[src/rtl/image_pkg.sv]
// Shared types and constants for the image stream source: FSM states, pattern
// encodings, bar colours and pixel helpers.
package image_pkg;

  localparam int PIX_W = 24;

  typedef logic [PIX_W-1:0] rgb_t;

  typedef enum logic [1:0] {
    ST_IDLE   = 2'd0,
    ST_VBLANK = 2'd1,
    ST_ACTIVE = 2'd2,
    ST_HBLANK = 2'd3
  } state_t;

  typedef enum logic [1:0] {
    PAT_BARS    = 2'd0,
    PAT_RAMP    = 2'd1,
    PAT_CHECKER = 2'd2,
    PAT_XOR     = 2'd3
  } pattern_t;

  localparam rgb_t RGB_WHITE   = 24'hFF_FF_FF;
  localparam rgb_t RGB_YELLOW  = 24'hFF_FF_00;
  localparam rgb_t RGB_CYAN    = 24'h00_FF_FF;
  localparam rgb_t RGB_GREEN   = 24'h00_FF_00;
  localparam rgb_t RGB_MAGENTA = 24'hFF_00_FF;
  localparam rgb_t RGB_RED     = 24'hFF_00_00;
  localparam rgb_t RGB_BLUE    = 24'h00_00_FF;
  localparam rgb_t RGB_BLACK   = 24'h00_00_00;

  function automatic rgb_t gray(input logic [7:0] g);
    return {g, g, g};
  endfunction

  function automatic rgb_t bar_colour(input logic [2:0] idx);
    case (idx)
      3'd0:    return RGB_WHITE;
      3'd1:    return RGB_YELLOW;
      3'd2:    return RGB_CYAN;
      3'd3:    return RGB_GREEN;
      3'd4:    return RGB_MAGENTA;
      3'd5:    return RGB_RED;
      3'd6:    return RGB_BLUE;
      default: return RGB_BLACK;
    endcase
  endfunction

endpackage

[src/rtl/image_stream_source_if.sv]
// Frame-source bundle: configuration inputs plus the pixel stream and sync side signals.
interface image_stream_source_if;
  import image_pkg::*;

  logic        enable;
  logic [10:0] img_width;
  logic [9:0]  img_height;
  logic [1:0]  pattern_sel;

  logic        frame_clk_o;
  logic        frame_ce_o;
  logic        valid_o;
  rgb_t        img_data_o;
  logic        sof_o;
  logic        eol_o;

  modport master (
    input  enable, img_width, img_height, pattern_sel,
    output frame_clk_o, frame_ce_o, valid_o, img_data_o, sof_o, eol_o
  );

  modport slave (
    output enable, img_width, img_height, pattern_sel,
    input  frame_clk_o, frame_ce_o, valid_o, img_data_o, sof_o, eol_o
  );

endinterface

[src/rtl/image_pattern_lut.sv]
// Registered test-pattern generator: maps pixel coordinates and bar index to RGB,
// one cycle of latency, black whenever the line is not active.
module image_pattern_lut
  import image_pkg::*;
(
  input  logic       clk,
  input  logic       reset_n,
  input  logic       i_active,
  input  logic [7:0] i_x,
  input  logic [7:0] i_y,
  input  logic [2:0] i_bar_idx,
  input  pattern_t   i_pattern,
  output rgb_t       o_rgb
);

  rgb_t w_rgb;
  rgb_t r_rgb;

  always_comb begin
    w_rgb = '0;
    if (i_active) begin
      case (i_pattern)
        PAT_BARS:    w_rgb = bar_colour(i_bar_idx);
        PAT_RAMP:    w_rgb = gray(i_x);
        PAT_CHECKER: w_rgb = (i_x[3] ^ i_y[3]) ? gray(8'hFF) : gray(8'h00);
        PAT_XOR:     w_rgb = gray(i_x ^ i_y);
        default:     w_rgb = '0;
      endcase
    end
  end

  always_ff @(posedge clk or negedge reset_n) begin
    if (!reset_n) r_rgb <= '0;
    else          r_rgb <= w_rgb;
  end

  assign o_rgb = r_rgb;

endmodule

[src/rtl/image_stream_source.sv]
// Free-running test frame source: VBLANK / ACTIVE / HBLANK sequencer with shadowed
// geometry, driving a registered pattern generator and sync outputs aligned to it.
module image_stream_source
  import image_pkg::*;
#(
  parameter int unsigned H_BLANK     = 16,
  parameter int unsigned V_BLANK_CYC = 64
) (
  input logic                   clk,
  input logic                   reset_n,
  image_stream_source_if.master stream
);

  localparam logic [15:0] LP_H_LAST = 16'(H_BLANK - 1);
  localparam logic [15:0] LP_V_LAST = 16'(V_BLANK_CYC - 1);

  state_t      r_state,     w_state_nxt;
  logic [10:0] r_x_cnt,     w_x_nxt;
  logic [9:0]  r_y_cnt,     w_y_nxt;
  logic [15:0] r_blank_cnt, w_blank_nxt;
  logic [10:0] r_width,     w_width_nxt;
  logic [9:0]  r_height,    w_height_nxt;
  pattern_t    r_pattern,   w_pattern_nxt;
  logic [7:0]  r_bar_step,  w_bar_step_nxt;
  logic [7:0]  r_bar_px,    w_bar_px_nxt;
  logic [2:0]  r_bar_idx,   w_bar_idx_nxt;

  logic w_start, w_load, w_x_last, w_y_last;
  logic r_frame_clk, r_line_ce, r_sof, r_eol;
  rgb_t w_rgb;

  assign w_start  = stream.enable && (stream.img_width != '0) && (stream.img_height != '0);
  assign w_x_last = (r_x_cnt == r_width - 11'd1);
  assign w_y_last = (r_y_cnt == r_height - 10'd1);

  always_comb begin
    // NOTE: every signal gets its hold value first so no path through the case infers a latch.
    w_state_nxt    = r_state;
    w_x_nxt        = r_x_cnt;
    w_y_nxt        = r_y_cnt;
    w_blank_nxt    = r_blank_cnt;
    w_width_nxt    = r_width;
    w_height_nxt   = r_height;
    w_pattern_nxt  = r_pattern;
    w_bar_step_nxt = r_bar_step;
    w_bar_px_nxt   = r_bar_px;
    w_bar_idx_nxt  = r_bar_idx;
    w_load         = 1'b0;

    case (r_state)
      ST_IDLE: begin
        if (w_start) w_load = 1'b1;
      end

      ST_VBLANK: begin
        if (r_blank_cnt == LP_V_LAST) begin
          w_state_nxt   = ST_ACTIVE;
          w_x_nxt       = '0;
          w_y_nxt       = '0;
          w_bar_px_nxt  = '0;
          w_bar_idx_nxt = '0;
        end else begin
          w_blank_nxt = r_blank_cnt + 16'd1;
        end
      end

      ST_ACTIVE: begin
        if (w_x_last) begin
          w_state_nxt = ST_HBLANK;
          w_blank_nxt = '0;
        end else begin
          w_x_nxt = r_x_cnt + 11'd1;
          // Bar index saturates on black so remainder pixels never wrap to white.
          if (r_bar_idx != 3'd7) begin
            if (r_bar_px == r_bar_step - 8'd1) begin
              w_bar_idx_nxt = r_bar_idx + 3'd1;
              w_bar_px_nxt  = '0;
            end else begin
              w_bar_px_nxt = r_bar_px + 8'd1;
            end
          end
        end
      end

      ST_HBLANK: begin
        if (r_blank_cnt == LP_H_LAST) begin
          if (w_y_last) begin
            if (w_start) w_load = 1'b1;
            else         w_state_nxt = ST_IDLE;
          end else begin
            w_state_nxt   = ST_ACTIVE;
            w_y_nxt       = r_y_cnt + 10'd1;
            w_x_nxt       = '0;
            w_bar_px_nxt  = '0;
            w_bar_idx_nxt = '0;
          end
        end else begin
          w_blank_nxt = r_blank_cnt + 16'd1;
        end
      end

      default: w_state_nxt = ST_IDLE;
    endcase

    // Geometry and pattern are captured only here, so mid-frame input changes wait a frame.
    if (w_load) begin
      w_state_nxt    = ST_VBLANK;
      w_blank_nxt    = '0;
      w_width_nxt    = stream.img_width;
      w_height_nxt   = stream.img_height;
      w_pattern_nxt  = pattern_t'(stream.pattern_sel);
      w_bar_step_nxt = (stream.img_width[10:3] == 8'd0) ? 8'd1 : stream.img_width[10:3];
    end
  end

  // NOTE: state and counters use non-blocking assignments so every register samples pre-edge values.
  always_ff @(posedge clk or negedge reset_n) begin
    if (!reset_n) begin
      r_state     <= ST_IDLE;
      r_x_cnt     <= '0;
      r_y_cnt     <= '0;
      r_blank_cnt <= '0;
      r_width     <= '0;
      r_height    <= '0;
      r_pattern   <= PAT_BARS;
      r_bar_step  <= '0;
      r_bar_px    <= '0;
      r_bar_idx   <= '0;
    end else begin
      r_state     <= w_state_nxt;
      r_x_cnt     <= w_x_nxt;
      r_y_cnt     <= w_y_nxt;
      r_blank_cnt <= w_blank_nxt;
      r_width     <= w_width_nxt;
      r_height    <= w_height_nxt;
      r_pattern   <= w_pattern_nxt;
      r_bar_step  <= w_bar_step_nxt;
      r_bar_px    <= w_bar_px_nxt;
      r_bar_idx   <= w_bar_idx_nxt;
    end
  end

  // Sync flags take one register stage to line up with the pattern generator output.
  always_ff @(posedge clk or negedge reset_n) begin
    if (!reset_n) begin
      r_frame_clk <= 1'b0;
      r_line_ce   <= 1'b0;
      r_sof       <= 1'b0;
      r_eol       <= 1'b0;
    end else begin
      r_frame_clk <= (r_state == ST_VBLANK);
      r_line_ce   <= (r_state == ST_ACTIVE);
      r_sof       <= (r_state == ST_ACTIVE) && (r_x_cnt == '0) && (r_y_cnt == '0);
      r_eol       <= (r_state == ST_ACTIVE) && w_x_last;
    end
  end

  image_pattern_lut u_pattern_lut (
    .clk       (clk),
    .reset_n   (reset_n),
    .i_active  (r_state == ST_ACTIVE),
    .i_x       (r_x_cnt[7:0]),
    .i_y       (r_y_cnt[7:0]),
    .i_bar_idx (r_bar_idx),
    .i_pattern (r_pattern),
    .o_rgb     (w_rgb)
  );

  assign stream.frame_clk_o = r_frame_clk;
  assign stream.frame_ce_o  = r_line_ce;
  assign stream.valid_o     = r_line_ce;
  assign stream.img_data_o  = w_rgb;
  assign stream.sof_o       = r_sof;
  assign stream.eol_o       = r_eol;

endmodule
[src/flat_wrapper.sv]
// flat-port wrapper written by rule: the top's interface ports become plain ports
module image_stream_source_flat import image_pkg::*;
#(
  parameter int unsigned H_BLANK     = 16,
  parameter int unsigned V_BLANK_CYC = 64
)
  (clk, reset_n, stream_enable, stream_img_width, stream_img_height, stream_pattern_sel, stream_frame_clk_o, stream_frame_ce_o, stream_valid_o, stream_img_data_o, stream_sof_o, stream_eol_o);
  image_stream_source_if stream_i ();
  input logic clk;
  input logic reset_n;
  input wire logic [$bits(stream_i.enable)-1:0] stream_enable;
  input wire logic [$bits(stream_i.img_width)-1:0] stream_img_width;
  input wire logic [$bits(stream_i.img_height)-1:0] stream_img_height;
  input wire logic [$bits(stream_i.pattern_sel)-1:0] stream_pattern_sel;
  output wire logic [$bits(stream_i.frame_clk_o)-1:0] stream_frame_clk_o;
  output wire logic [$bits(stream_i.frame_ce_o)-1:0] stream_frame_ce_o;
  output wire logic [$bits(stream_i.valid_o)-1:0] stream_valid_o;
  output wire logic [$bits(stream_i.img_data_o)-1:0] stream_img_data_o;
  output wire logic [$bits(stream_i.sof_o)-1:0] stream_sof_o;
  output wire logic [$bits(stream_i.eol_o)-1:0] stream_eol_o;
  assign stream_i.enable = stream_enable;
  assign stream_i.img_width = stream_img_width;
  assign stream_i.img_height = stream_img_height;
  assign stream_i.pattern_sel = stream_pattern_sel;
  assign stream_frame_clk_o = stream_i.frame_clk_o;
  assign stream_frame_ce_o = stream_i.frame_ce_o;
  assign stream_valid_o = stream_i.valid_o;
  assign stream_img_data_o = stream_i.img_data_o;
  assign stream_sof_o = stream_i.sof_o;
  assign stream_eol_o = stream_i.eol_o;
  image_stream_source #(.H_BLANK(H_BLANK), .V_BLANK_CYC(V_BLANK_CYC)) u_core (.clk(clk), .reset_n(reset_n), .stream(stream_i));
endmodule
[config.mk]
export PLATFORM = sky130hd
export DESIGN_NAME = image_stream_source_flat
export DESIGN_NICKNAME = d
export VERILOG_FILES = /design/src/rtl/image_pkg.sv /design/src/rtl/image_stream_source_if.sv /design/src/rtl/image_pattern_lut.sv /design/src/rtl/image_stream_source.sv /design/src/flat_wrapper.sv
export SDC_FILE = /design/constraint.sdc
export NUM_CORES = 1
export LEC_CHECK = 0
export BUFFER_PORTS_ARGS = -buffer_cell sky130_fd_sc_hd__buf_4
export CAP_MARGIN = 40
export CELL_PAD_IN_SITES_DETAIL_PLACEMENT = 1
export CELL_PAD_IN_SITES_GLOBAL_PLACEMENT = 1
export CORE_ASPECT_RATIO = 0.6
export CORE_MARGIN = 2
export CORE_UTILIZATION = 49
export CTS_CLUSTER_SIZE = 16
export DETAILED_ROUTE_END_ITERATION = 6
export PLACE_DENSITY_LB_ADDON = 0.1
export SKIP_LAST_GASP = 1
export SYNTH_ARGS = -nofsm -noshare
export SYNTH_HDL_FRONTEND = slang
export SYNTH_SLANG_ARGS = --single-unit
export TNS_END_PERCENT = 50
[constraint.sdc]
create_clock -name clk -period 7.3 [get_ports clk]
set_clock_uncertainty 0.05 [all_clocks]
set_input_delay 0 -clock clk [delete_from_list [all_inputs] [get_ports clk]]
set_output_delay 0 -clock clk [all_outputs]
set_load 0.02 [all_outputs]
-- After elaboration in Yosys (flattened, before gate mapping)
Index checks and enable logic that the tools add are counted.
- flip-flop bits (word level): 109
- input bits: 26
- eq/ne operators: 30
- mux-type cells: 44
- reduce and logical (&&, ||, !) cells: 22
- bitwise operators: 2
- add/sub/neg operators: 8
- operators by type and width (cell ; count):
    one-hot mux 24 bit (7 select lines) ; 1
    one-hot mux 24 bit (4 select lines) ; 1
    2-to-1 mux 16 bit ; 4
    2-to-1 mux 8 bit ; 7
    2-to-1 mux 24 bit ; 2
    one-hot mux 16 bit (3 select lines) ; 1
    2-to-1 mux 11 bit ; 4
    one-hot mux 11 bit (3 select lines) ; 1
    2-to-1 mux 10 bit ; 3
    one-hot mux 8 bit (3 select lines) ; 1
    one-hot mux 10 bit (2 select lines) ; 1
    2-to-1 mux 3 bit ; 6
    adder 16 x 1 -> 16 bit, second input constant ; 1
    equality test 16 x 4 -> 1 bit, second input constant ; 1
    equality test 16 x 6 -> 1 bit, second input constant ; 1
    2-to-1 mux 2 bit ; 6
    adder 11 x 1 -> 11 bit, second input constant ; 1
    equality test 11 bit ; 1
    logical NOT 11 bit ; 1
    nonzero test 11 bit ; 1
    subtractor 11 x 1 -> 11 bit, second input constant ; 1
    adder 10 x 1 -> 10 bit, second input constant ; 1
    equality test 10 bit ; 1
    logical NOT 10 bit ; 1
    34 further kinds ; 57

-- Longest topological paths before layout
- word-level depth: 9
- depth in mapped cells: 13

-- By module
From an unflattened synthesis, not the netlist that was laid out.
- cell total of the unflattened synthesis: 710
- area total of the unflattened synthesis: 6402.4 sq um
- by module, submodules not included (module ; instances ; area each (sq um) ; cells each ; seq. area each (sq um)):
    image_stream_source ; 1 ; 5391.4 ; 624 ; 2127.0
    image_pattern_lut ; 1 ; 1011.0 ; 86 ; 600.6

-- Worst setup path after synthesis
No wires, ideal clock.
- path kind: register to register
- start: register u_core.r_width[0]
- end: register u_core.r_blank_cnt[10]
- data arrival time: 3.366 ns
- setup slack: 3.806 ns
- library setup time: 0.078 ns
- cell stages (with the launch flop): 13
- data required time: 7.172 ns
- path through: dfrtp_1 > inv_1 > ha_1 > or3b_2 > clkbuf_1 > nor4_4 > xnor2_1 > a211o_1 > or4_4 > buf_6 > a21o_4 > or4_1 > a21oi_1
- word-level cells in the longest chain between the ends: 4
- RTL lines (element ; RTL line ; source):
    from (decl) ; image_stream_source.sv:21 ; logic [10:0] r_width, w_width_nxt;
    from (signal assigned) ; image_stream_source.sv:134 ; r_width <= w_width_nxt;
    subtractor 11 x 1 -> 11 bit ; image_stream_source.sv:33 ; assign w_x_last = (r_x_cnt == r_width - 11'd1);
    equality test 11 bit ; image_stream_source.sv:33 ;
    inequality test 3 x 1 -> 1 bit (no line) ; n/a ;
    AND reduction 4 bit (no line) ; n/a ;
    to (signal assigned) ; image_stream_source.sv:133 ; r_blank_cnt <= w_blank_nxt;
    to (decl) ; image_stream_source.sv:20 ; logic [15:0] r_blank_cnt, w_blank_nxt;
Every way passes these cells.
A chain may end at the register's enable or synchronous reset.

-- Worst setup path in the final report
- start: register u_core.r_width[0]
- end: register u_core.r_x_cnt[9]
- word-level cells in the longest chain between the ends: 4
- RTL lines (element ; RTL line ; source):
    subtractor 11 x 1 -> 11 bit ; image_stream_source.sv:33 ;
    equality test 11 bit ; image_stream_source.sv:33 ;
    inequality test 2 bit (no line) ; n/a ;
    AND reduction 5 bit (no line) ; n/a ;
    to (signal assigned) ; image_stream_source.sv:131 ; r_x_cnt <= w_x_nxt;
    to (decl) ; image_stream_source.sv:18 ; logic [10:0] r_x_cnt, w_x_nxt;
Every way passes these cells.

==> results.txt <==
status: completed
# H-tree levels: 3
HP Class: in2async
die width: 150 um
first-pass GRT wire length: 32100 um
P per Cell Area: 439 nW/um^2
critical path peak fanout: 17
routed vias: 5712
max_slew headroom: 0.452
commonest non-fill, non-tap cell in the layout: nand2_1
RSZ-0062 raised after global routing: no
worst setup margin: 3410 ps
Top cell by count, worst path: a211o_1
Hold-fix buffers, CTS: 24
CP top delay family: simple AND/OR/NAND/NOR gates
fin nets: 826
number of synthesized flops with an enable pin: 0
syn avg cell area: 8.66 um^2
Synth Cell Area: 6250 um^2
Compound-Gate Fraction of Synth Area: 0.140
worst slew pin tran: 814 ps
Critical path buffers and inverters: 1
TritonCTS clock tree: done
Setup crit start kind: flop
vias per cell: 6.01
DIE HEIGHT: 91.5 um
GPL Wtd Cong: 0.920
vias in the first global route: 6128
initial antenna violation count: 0
post-synthesis mux area share: 0.00481
Post-CTS Setup Bufs: 0
main combinational cell family by area after synthesis: simple AND/OR/NAND/NOR gates
gr usage total: 0.299
Initial Util: 0.510
worst stage delay on the critical path: 660 ps
clk_lat worst skew: 350 ps
Fin. Hold Viols: 0
f_max: 257 MHz
DP Wirelength: 13400 um
CTS Sinks: 109
Rows: 31
sequential area share after synthesis: 0.437
WS Path Type: reg2reg
Worst IR Drop VDD: 0.182 mV
CP Cell Sequence: inv_1 -> ha_1 -> or3b_2 -> nor4_4 -> xnor2_1 -> a211o_1 -> or4_4 -> o21bai_2 -> nor4_1 -> a211o_1
max-cap viol count: 0
Routed Antenna Nets: 0
CP Data Arrival Time: 4080 ps
crit path time final: 3890 ps
Syn Inst Count: 721
CP Data Required Time: 7490 ps
GR Overflow Total: 0
filler instances: 1472
largest net degree at the start of global routing: 68
# IOs: 55
Worst Setup End Kind: flop
Core Area: 12300 um^2
fraction of layout cells with a size suffix above 1: 0.122
Pre-antenna DRT Iters: 5
DP Worst Slack: 3470 ps
Post-Synth Adder-Cell Area: 0.0401
Synthesis Warnings: 0
LEAKAGE: 3.33 nW
Yosys reg bits: 109
commonest non-fill, non-tap cells in the layout: nand2_1 (117), dfrtp_1 (109), nor2_1 (77)
Routed WL: 19100 um
clock slew at reported path FFs: 80 ps
Main synth FF type: dfrtp_1
Crit-path slowest cell: or4_4
clk root buf: clkbuf_16
area grow syn2layout: 17.3%
Synth Area in XOR/XNOR: 0.0687
Tcrit/Tclk final: 0.533
cts bufs inserted: 9
CTS resizes: 0
Die ar.: 13700 um^2
IO Port Bufs: 54
drt wl/cell: 20.1 um
Async S/R FF share, synth: 1.00
final setup fails: 0
max-slew violations: 0
CTS Buffer Depth: 2
violation count after the first detailed-route iteration: 426
Antenna Cells: 0
drt drc: 0
Post-Synth Simple-Gate Area: 0.264
multi-input logic area: 3240 um^2
Syn Nets: 767
sequential cell area: 2730 um^2
number of library cell types mapped by synthesis: 62
final setup TNS: 0 ps
-- kinds of logic after synthesis --
kind of cell / after synthesis
and+or+nand+nor: 339
xor gates and xnor gates: 49
AOI/OAI and AO/OA: 132
buffers and inverters: 69
muxes: 3
DFF: 109
adders and majority gates: 20
-- final timing paths --
path | from | endpoint | slack [ps] | cells after the start
max reg2reg | u_core.r_width[0] | u_core.r_x_cnt[9] | 3410 | 10
max in group asynchronous | reset_n | u_core.r_y_cnt[0] | 6160 | 4
min in group clk | stream_enable | u_core.r_state[1] | 180 | 5
min | reset_n | u_core.r_bar_step[4] | 130 | 2
max | u_core.r_width[0] | u_core.r_x_cnt[9] | 3410 | 10
min reg2reg | u_core.r_width[10] | u_core.r_width[10] | 470 | 2
-- cell type report --
class,count,share of cell area
Tap cell,165,0.0282
Multi-Input combinational cell,543,0.442
Inverter,30,0.0154
Sequential cell,109,0.372
Clock inverter,7,0.0111
Clock buffer,9,0.0307
Timing Repair Buffer,87,0.100
-- metrics by stage --
step	util	std cells	total power [W]	hold slack, ps	instance area (um^2)
after global placement	0.550	907	0.00253	-41.4	6740
after global routing	0.598	950	0.00345	174	7320
after floorplan	-	721	0.00213	-346	6250
after CTS	0.598	950	0.00319	137	7320
after detailed placement	0.553	910	0.00265	-26.0	6780
final	0.598	950	0.00321	128	7320
-- cell usage after synthesis (7+ instances only) --
library cell / n / share of area
nand4_1: 10 / 0.010
o31ai_1: 8 / 0.0096
nand2_1: 117 / 0.070
clkbuf_1: 31 / 0.019
dfrtp_1: 109 / 0.44
or4_1: 7 / 0.0084
ha_1: 20 / 0.040
or3_1: 8 / 0.0080
xor2_1: 14 / 0.020
o21ai_0: 43 / 0.034
nand3_1: 26 / 0.021
nand2b_1: 7 / 0.0070
a211oi_1: 10 / 0.012
nor3_1: 18 / 0.014
nor4_1: 16 / 0.016
inv_1: 29 / 0.017
a21oi_1: 22 / 0.018
and2_1: 10 / 0.010
nor2_1: 77 / 0.046
and3_1: 14 / 0.014
xnor2_1: 35 / 0.049
-- routing by layer --
layer | part of all wire | track usage | up-vias
li1 | - | - | 2623
met1 | 0.44 | 0.408 | 2888
met2 | 0.48 | 0.494 | 174
met3 | 0.065 | 0.0588 | 27
met4 | 0.015 | 0.0676 | 0
met5 | 0 | 0 | -
-- state kept, by name, summed over array words and instances (netlist names) --
register / cells
u_core.stream.frame_ce_o: 1
u_core.stream.frame_clk_o: 1
u_core.r_width: 11
u_core.r_state: 2
u_core.u_pattern_lut.o_rgb: 24
u_core.r_blank_cnt: 16
u_core.r_pattern: 2
u_core.r_height: 10
u_core.stream.sof_o: 1
u_core.r_bar_step: 8
u_core.r_bar_idx: 3
u_core.r_x_cnt: 11
u_core.r_bar_px: 8
u_core.stream.eol_o: 1
u_core.r_y_cnt: 10
-- power breakdown --
| group | internal [W] | total (W) | leakage [nW] | switching (W) |
|---|---|---|---|---|
| Combinational | 0.000613 | 0.00161 | 1.79 | 0.000994 |
| Clock | 0.000271 | 0.000510 | 0.147 | 0.000239 |
| Sequential | 0.000828 | 0.00110 | 1.39 | 0.000268 |
| Total | 0.00171 | 0.00321 | 3.33 | 0.00150 |
No activity file was read; power rests on OpenSTA's default activity.
